## config.mk

```make
export PLATFORM = sky130hd
export DESIGN_NAME = zynet_inference_sequencer
export DESIGN_NICKNAME = d
export VERILOG_FILES = /design/src/rtl/zynet_inference_sequencer.sv
export SDC_FILE = /design/constraint.sdc
export NUM_CORES = 1
export LEC_CHECK = 0
export BUFFER_PORTS_ARGS = -buffer_cell sky130_fd_sc_hd__buf_2
export CAP_MARGIN = 15
export CORE_ASPECT_RATIO = 0.75
export CORE_MARGIN = 5
export CORE_UTILIZATION = 45
export DETAILED_ROUTE_END_ITERATION = 12
export PLACE_DENSITY_LB_ADDON = 0.3
export SLEW_MARGIN = 5
export SYNTH_ARGS = -nofsm -noshare
export SYNTH_HDL_FRONTEND = slang
export SYNTH_SLANG_ARGS = --single-unit
```

## constraint.sdc

```tcl
create_clock -name clk_i -period 7.9 [get_ports clk_i]
set_input_delay 2.37 -clock clk_i [delete_from_list [all_inputs] [get_ports clk_i]]
set_output_delay 2.37 -clock clk_i [all_outputs]
set_load 0.1 [all_outputs]
```

## src/rtl/zynet_inference_sequencer.sv

```systemverilog
// Runs one zyNet inference: pulses the network start, forwards one input frame,
// waits (bounded) for the class scores and reduces them to a signed argmax result.
`timescale 1ns/1ps
module zynet_inference_sequencer #(
  parameter int WORD_SIZE      = 16,
  parameter int OUTPUT_SIZE    = 10,
  parameter int FRAME_WORDS    = 256,
  parameter int TIMEOUT_CYCLES = 65535,
  parameter int CLASS_W        = $clog2(OUTPUT_SIZE)
) (
  input  logic                             clk_i,
  input  logic                             reset_i,
  input  logic                             req_i,
  output logic                             busy_o,
  input  logic [WORD_SIZE-1:0]             host_data_i,
  input  logic                             host_valid_i,
  output logic                             host_ready_o,
  output logic                             net_start_o,
  output logic [WORD_SIZE-1:0]             net_data_o,
  output logic                             net_valid_o,
  input  logic                             net_ready_i,
  input  logic [OUTPUT_SIZE*WORD_SIZE-1:0] net_data_i,
  input  logic                             net_valid_i,
  output logic                             net_yumi_o,
  output logic [CLASS_W-1:0]               class_o,
  output logic [WORD_SIZE-1:0]             score_o,
  output logic                             error_o,
  output logic                             result_valid_o,
  input  logic                             result_yumi_i
);

  localparam logic [2:0] S_IDLE   = 3'd0;
  localparam logic [2:0] S_START  = 3'd1;
  localparam logic [2:0] S_STREAM = 3'd2;
  localparam logic [2:0] S_WAIT   = 3'd3;
  localparam logic [2:0] S_ARGMAX = 3'd4;
  localparam logic [2:0] S_RESULT = 3'd5;

  localparam int CNT_W = $clog2(FRAME_WORDS + 1);
  localparam int TMO_W = $clog2(TIMEOUT_CYCLES + 1);
  localparam logic [CNT_W-1:0]   LAST_WORD = CNT_W'(FRAME_WORDS - 1);
  localparam logic [TMO_W-1:0]   LAST_TMO  = TMO_W'(TIMEOUT_CYCLES - 1);
  localparam logic [CLASS_W-1:0] LAST_IDX  = CLASS_W'(OUTPUT_SIZE - 1);

  logic [2:0]                  r_state;
  logic [2:0]                  w_next_state;
  logic [CNT_W-1:0]            r_word_cnt;
  logic [TMO_W-1:0]            r_tmo_cnt;
  logic signed [WORD_SIZE-1:0] r_scores [OUTPUT_SIZE];
  logic signed [WORD_SIZE-1:0] r_best_score;
  logic [CLASS_W-1:0]          r_best_idx;
  logic [CLASS_W-1:0]          r_idx;
  logic                        r_error;

  logic                        w_handshake;
  logic                        w_last_word;
  logic                        w_timeout;
  logic signed [WORD_SIZE-1:0] w_cand;
  logic                        w_better;

  assign w_handshake = (r_state == S_STREAM) && host_valid_i && net_ready_i;
  assign w_last_word = (r_word_cnt == LAST_WORD);
  assign w_timeout   = (r_tmo_cnt == LAST_TMO);
  assign w_cand      = r_scores[r_idx];
  // Strictly greater keeps the lowest index on ties.
  assign w_better    = (w_cand > r_best_score);

  always_comb begin
    w_next_state = r_state;
    case (r_state)
      S_IDLE:   if (req_i) w_next_state = S_START;
      S_START:  w_next_state = S_STREAM;
      S_STREAM: if (w_handshake && w_last_word) w_next_state = S_WAIT;
      S_WAIT: begin
        if (net_valid_i)    w_next_state = S_ARGMAX;
        else if (w_timeout) w_next_state = S_RESULT;
      end
      S_ARGMAX: if (r_idx == LAST_IDX) w_next_state = S_RESULT;
      S_RESULT: if (result_yumi_i) w_next_state = S_IDLE;
      default:  w_next_state = S_IDLE;
    endcase
  end

  always_ff @(posedge clk_i) begin
    if (reset_i) begin
      r_state      <= S_IDLE;
      r_word_cnt   <= '0;
      r_tmo_cnt    <= '0;
      r_best_score <= '0;
      r_best_idx   <= '0;
      r_idx        <= '0;
      r_error      <= 1'b0;
      for (int k = 0; k < OUTPUT_SIZE; k++) r_scores[k] <= '0;
    end else begin
      r_state <= w_next_state;
      case (r_state)
        S_START: r_word_cnt <= '0;
        S_STREAM: begin
          if (w_handshake) r_word_cnt <= r_word_cnt + 1'b1;
          if (w_handshake && w_last_word) r_tmo_cnt <= '0;
        end
        S_WAIT: begin
          r_tmo_cnt <= r_tmo_cnt + 1'b1;
          // A score vector arriving on the timeout cycle still wins.
          if (net_valid_i) begin
            for (int k = 0; k < OUTPUT_SIZE; k++)
              r_scores[k] <= net_data_i[k*WORD_SIZE +: WORD_SIZE];
            r_best_score <= net_data_i[WORD_SIZE-1:0];
            r_best_idx   <= '0;
            r_idx        <= CLASS_W'(1);
            r_error      <= 1'b0;
          end else if (w_timeout) begin
            r_best_score <= '0;
            r_best_idx   <= '0;
            r_error      <= 1'b1;
          end
        end
        S_ARGMAX: begin
          if (w_better) begin
            r_best_score <= w_cand;
            r_best_idx   <= r_idx;
          end
          r_idx <= r_idx + 1'b1;
        end
        default: ;
      endcase
    end
  end

  assign busy_o         = (r_state != S_IDLE);
  assign net_start_o    = (r_state == S_START);
  assign net_data_o     = host_data_i;
  assign net_valid_o    = (r_state == S_STREAM) && host_valid_i;
  assign host_ready_o   = (r_state == S_STREAM) && net_ready_i;
  assign net_yumi_o     = (r_state == S_WAIT) && net_valid_i;
  assign result_valid_o = (r_state == S_RESULT);
  assign class_o        = r_best_idx;
  assign score_o        = r_best_score;
  assign error_o        = r_error;

endmodule

```

==> results of run 1 <==
## cells by family after synthesis
kind of cell / Yosys count / share of synthesized area
xor+xnor: 7 / 0.00582
simple gates: 311 / 0.170
buf+inv: 106 / 0.0459
mux: 82 / 0.116
compound gates: 113 / 0.0724
fa+ha+maj: 22 / 0.0261
flops: 217 / 0.564
## path summary, 6_finish.rpt
| kind | startpoint | end | slack (ns) | cells after the start |
|---|---|---|---|---|
| min | r_tmo_cnt[12] | r_tmo_cnt[12] | 0.48 | 1 |
| max reg2reg | flop | score_o[7] | 3.20 | 11 |
| max | net_valid_i | net_yumi_o | 2.06 | 4 |
| min reg2reg | r_tmo_cnt[12] | r_tmo_cnt[12] | 0.48 | 1 |
## area by class of cell
type,count,area [sq um],share of cell area
sequential,217,5950,0.482
multi-input combinational,535,4120,0.333
timing repair buffer,203,1060,0.0859
clock buffer,32,652,0.0528
tap,300,375,0.0304
clock inverter,12,101,0.00821
inverter,23,88.8,0.00719
antenna,1,2.50,0.000203
## synthesized netlist by cell type (13+ instances only)
master | number | area share
clkbuf_1 | 52 | 0.019
ha_1 | 22 | 0.026
mux4_2 | 32 | 0.068
a31oi_1 | 20 | 0.012
a211oi_1 | 18 | 0.013
nand4_1 | 15 | 0.0089
mux2i_1 | 48 | 0.046
nand2_1 | 30 | 0.011
o21ai_0 | 13 | 0.0062
and3_1 | 182 | 0.11
nor2_1 | 35 | 0.012
edfxtp_1 | 160 | 0.46
nand3_1 | 14 | 0.0066
inv_1 | 23 | 0.0082
buf_4 | 19 | 0.014
a21oi_1 | 25 | 0.012
a21o_1 | 17 | 0.012
dfxtp_1 | 57 | 0.11
## per-stage QoR
step           cells  setup WS (ns)  cell area [sq um]  hold slack, ns  utilization
3_3_place_gp    1277           2.09              11600           0.459        0.501
6_report        1323           2.06              12300           0.480        0.535
4_1_cts         1321           2.06              12300           0.480        0.534
3_5_place_dp    1277           2.07              11600           0.472        0.501
2_1_floorplan    858          0.800              10500           0.441            -
5_1_grt         1323           1.99              12300           0.511        0.535
## state kept, by name, summed over array words and instances (netlist names), named ones only
name        flops
r_state         3
score_o        16
r_scores      160
r_idx           4
r_tmo_cnt      16
error_o         1
r_word_cnt      9
class_o         4
## per-layer routing
layer  track usage  wire, um  up-vias
met3        0.0356      1730       50
met2         0.282     11800      276
met4        0.0564       766        0
met1         0.304     13100     3563
li1              -         -     3559
met5             0         0        -
## power by group through the flow
| stage | Clock, W | Sequential, W | Combinational (W) |
|---|---|---|---|
| floorplan | 0 | 0.00132 | 0.000175 |
| global placement | 0 | 0.00131 | 0.000240 |
| detailed placement | 0 | 0.00131 | 0.000240 |
| CTS | 0.00110 | 0.00128 | 0.000241 |
| global route | 0.00115 | 0.00129 | 0.000261 |
| finish | 0.00108 | 0.00128 | 0.000241 |
==> metrics.md, run 1 <==
| Metric | Value |
|---|---|
| Run status | complete, no violations |
| Max incr delay on CP | 0.43 ns |
| Peak Freq | 171 MHz |
| Most frequent cells in the layout | buf_2, and3_1, edfxtp_1, dfxtp_1, mux2i_1 |
| Fillers | 2036 |
| PortBufs | 193 |
| Avg Vias per Cell | 5.63 |
| FP Rows | 48 |
| DRT Wirelength | 27.4 mm |
| Post-DR wirelength/cell | 20.7 um |
| RSZ-0062 raised after global routing | false |
| Worst Skew | 0.0174 ns |
| Final Max Tran Viols | 0 |
| Fin nets | 1209 |
| Post-cts resize count | 0 |
| Max-Cap Viols | 0 |
| Max IR drop VDD | 0.000128 V |
| Cell seen most often among critical-path stages | buf_2 |
| Clk buf depth | 3 |
| Bufs and invs on worst path | 3 |
| Die area | 26600 sq um |
| Ys flop type | edfxtp_1 |
| Register area share after synthesis | 0.564 |
| CP required | 5.53 ns |
| Hold buffers post-CTS | 0 |
| Cell area power density | 211 nW/um^2 |
| Comb power frac | 0.093 |
| Slew margin rel. | 0.258 |
| Total congestion overflow | 0 |
| 1st-iter DRT viols | 598 |
| Clock share of power | 0.414 |
| Antenna Nets Post-Route | 0 |
| CTS clk-pin slew, worst paths | 0.05 ns |
| Top delay family on crit path | buffers and inverters |
| DRC violations left | 0 |
| Final RePlAce weighted congestion | 0.848 |
| Layout area overhead | 17.2% |
| Post-DP HPWL | 19.1 mm |
| Post-synth EDFFs | 160 |
| CTS Buf Count | 24 |
| Core region area | 23100 sq um |
| CP max FO | 21 |
| Layout cells sized above 1 | 0.274 |
| Flop pwr share | 0.494 |
| Clk sink count | 217 |
| Worst Path Arrival | 3.47 ns |
| First-pass GRT wire length | 41.2 mm |
| Total track usage | 0.196 |
| Effective utilization at floorplan | 0.457 |
| WS Path Type | input port to primary output |
| Final min period | 5.84 ns |
| Skew-Pair Late Insertion Delay | 0.51 ns |
| Setup repair bufs after CTS | 0 |
| Nature of the critical path endpoint | primary output |
| Die height | 143 um |
| Cells after synthesis | 858 |
| Setup TNS | 0 ns |
| Antenna violations before repair | 1 |
| Worst Hold Class | flop to flop |
| P_sw | 0.000610 W |
| CP max-delay cell | buf_2 |
| Commonest non-fill, non-tap cell in the layout | buf_2 |
| Final Power | 0.00260 W |
| Switching Fraction | 0.235 |
| Leak | 5.37 nW |
| Slew @ Worst Pin | 1.11 ns |
| Crit start category | input port |
| Largest net degree at the start of global routing | 161 |
| CP Cell Sequence | buf_2, nand2_1, clkinv_2, buf_2 |
| Cell Int Power | 0.00199 W |
| Register bit total from synthesis | 217 |
| Fin. Hold Viols | 0 |
| Avg Cell Area, Syn | 12.3 sq um |
| CTS tree | done |
| Root buf cell | clkbuf_16 |
| Asr flop ratio synth | 0 |
| H-tree Lvls | 1 |
| Syn Std Cell Area | 10500 sq um |
| Number of global-route vias before repair | 7130 |
| IO Count | 226 |
| Synth unique cells | 49 |
| Via count | 7448 |
| Final period util | 0.739 |
| Drt pass-1 iters | 5 |
| Final setup fails | 0 |
| Syn nets | 1063 |
| Yosys warns | 0 |
| Die width | 187 um |
No activity file was read; power rests on OpenSTA's default activity.
==> run 2: changes to the inputs <==
==> constraint.sdc (replaced) <==
create_clock -name clk_i -period 5.1 [get_ports clk_i]
set_input_delay 1.53 -clock clk_i [delete_from_list [all_inputs] [get_ports clk_i]]
set_output_delay 1.53 -clock clk_i [all_outputs]
set_load 0.1 [all_outputs]
==> run 2 against run 1 <==
  * Combinational power increased by 56%
  * Utilization is 0.37 points higher
  * Clock skew shrank 0.0048 ns
  * First-iteration DRC count rose by 20%
  * Power grew 54%
  * Worst hold slack worse by 0.017 ns
  * Register-to-register slack got worse by 2.3 ns
  * Critical path type is now flop to primary output
  * Clock-buffer cell count is the same
  * Clock power increased by 51%
  * Sequential power is 56% higher
  * Highest routed layer unchanged
  * Wire length is 1.8% higher
==> metrics.md, run 2 (synthesis results as in run 1) <==
| Metric | Value |
|---|---|
| Run status | complete, no violations |
| Hold buffers post-CTS | 0 (unchanged) |
| Setup TNS | 0 ns (unchanged) |
| Die width | 187 um (unchanged) |
| Antenna Nets Post-Route | 0 (unchanged) |
| Max reg flops | 160 (unchanged) |
| Root buf cell | clkbuf_16 |
| Final Max Tran Viols | 0 (unchanged) |
| Setup repair bufs after CTS | 0 (unchanged) |
| Worst Skew | 0.0126 ns (-0.00481 ns) |
| RSZ-0062 raised after global routing | false |
| Max-Cap Viols | 0 (unchanged) |
| Antenna violations before repair | 3 (+2) |
| Fin area | 12400 sq um (+0.69%) |
| Post-DP HPWL | 20.0 mm (+4.9%) |
| Fin. Hold Viols | 0 (unchanged) |
| Via count | 7511 (+0.85%) |
| H-tree Lvls | 1 (unchanged) |
| Die height | 143 um (unchanged) |
| Post-place instance area | 11700 sq um (+0.82%) |
| Peak Freq | 234 MHz |
| CTS clk-pin slew, worst paths | 0.06 ns (about the same) |
| Cell area power density | 322 nW/um^2 (+53%) |
| CTS Buf Count | 23 (-4.2%) |
| Avg Vias per Cell | 5.65 (+0.32%) |
| Core region area | 23100 sq um (unchanged) |
| Number of global-route vias before repair | 7251 (+1.7%) |
| Final period util | 0.837 |
| DRC violations left | 0 (unchanged) |
| Worst Hold Class | flop to flop |
| IO Count | 226 (unchanged) |
| Die area | 26600 sq um (unchanged) |
| Final setup fails | 0 (unchanged) |
| Final Util | 0.539 (+0.00369) |
| Nature of the critical path endpoint | primary output |
| Largest net degree at the start of global routing | 167 (+3.7%) |
| Leak | 5.42 nW (+0.85%) |
| WS Path Type | flop to primary output |
| Most frequent cells in the layout | buf_2, and3_1, edfxtp_1, dfxtp_1, mux2i_1 |
| PortBufs | 193 (unchanged) |
| CP max-delay cell | dfxtp_1 |
| 1st-iter DRT viols | 718 (+20%) |
| Slew margin rel. | 0.418 (+0.160) |
| Worst Path Arrival | 2.74 ns (-0.73 ns) |
| Effective utilization at floorplan | 0.457 (unchanged) |
| CP required | 3.57 ns (-1.96 ns) |
| Fin nets | 1215 (+0.50%) |
| Biggest register | r_scores |
| Clk buf depth | 3 (unchanged) |
| Post-cts resize count | 0 (unchanged) |
| Commonest non-fill, non-tap cell in the layout | buf_2 |
| Layout area overhead | 18.0% |
| Final min period | 4.27 ns |
| Drt pass-1 iters | 5 (unchanged) |
| Total congestion overflow | 0 (unchanged) |
| CP Cell Sequence | nor2b_1, and2_0, nand2_1, clkinv_2, buf_12 |
| Slew @ Worst Pin | 0.872 ns (-0.241 ns) |
| Post-DR wirelength/cell | 21.0 um (+1.3%) |
| Fillers | 2001 (-1.7%) |
| DRT Wirelength | 27.9 mm (+1.8%) |
| Total track usage | 0.202 (+0.00585) |
| Final RePlAce weighted congestion | 0.909 (+7.2%) |
| First-pass GRT wire length | 42.0 mm (+1.9%) |
| Layout cells sized above 1 | 0.283 (+0.00938) |
| Skew-Pair Late Insertion Delay | 0.51 ns (about the same) |
| FP Rows | 48 (unchanged) |
| Max IR drop VDD | 0.000207 V (+61%) |
| Final hold slack | 0.463 ns (-0.0172 ns) |
| Clk sink count | 217 (unchanged) |
| CP max FO | 17 (-19%) |
| Max incr delay on CP | 0.66 ns (+0.23 ns) |
| Crit start category | flop |
| CTS tree | done |
[run 2: cell count changes in the layout (fill, tap and decap cells not counted), moves of 2 or more]
cell,before,now
clkbuf_1,7,4
buf_4,9,15
clkinv_1,7,4
diode_2,1,3
clkbuf_4,0,2
clkbuf_8,0,2
buf_12,0,2
[run 2: area by class of cell]
class | instances | area [sq um] | share of cell area
clock buffer | 32 | 658 | 0.0529
antenna | 3 | 7.51 | 0.000604
sequential | 217 | 5950 | 0.479
timing repair buffer | 210 | 1140 | 0.0918
multi-input combinational | 535 | 4130 | 0.332
inverter | 23 | 88.8 | 0.00714
tap | 300 | 375 | 0.0302
clock inverter | 10 | 80.1 | 0.00644
[run 2: through the flow]
stage | setup slack (ns) | power (W) | instances
6_report | 0.830 | 0.00400 | 1330
5_1_grt | 0.648 | 0.00414 | 1330
4_1_cts | 0.843 | 0.00403 | 1326
3_5_place_dp | 0.994 | 0.00240 | 1284
3_3_place_gp | 1.03 | 0.00240 | 1284
2_1_floorplan | 0.471 | 0.00232 | 858
[run 2: final timing paths]
check / cells after the start / end / slack, ns / startpoint
max: 5 / net_yumi_o / 0.83 / r_state[1]
min: 2 / class_o[3] / 0.46 / class_o[3]
max reg2reg: 10 / score_o[4] / 0.95 / flop
min reg2reg: 2 / class_o[3] / 0.46 / class_o[3]
[run 2: report_power, final]
part           leakage (nW)  internal [W]  switching (W)
clock network         0.367      0.000956       0.000677
registers              2.12       0.00196      0.0000381
logic                  2.93      0.000138       0.000238
[run 2: critical path: cells and delay by family (launching register included)]
family                 cells  cell delay [ns]
and+or+nand+nor            3             1.23
DFF                        1             0.66
buffers and inverters      2             0.34
[run 2: routing by layer]
| metal | vias to the layer above | global-route usage | wire (um) |
|---|---|---|---|
| met4 | 0 | 0.0405 | 458 |
| met5 | - | 0 | 0 |
| met2 | 307 | 0.296 | 12200 |
| met1 | 3585 | 0.314 | 13000 |
| li1 | 3583 | - | - |
| met3 | 36 | 0.0395 | 2240 |
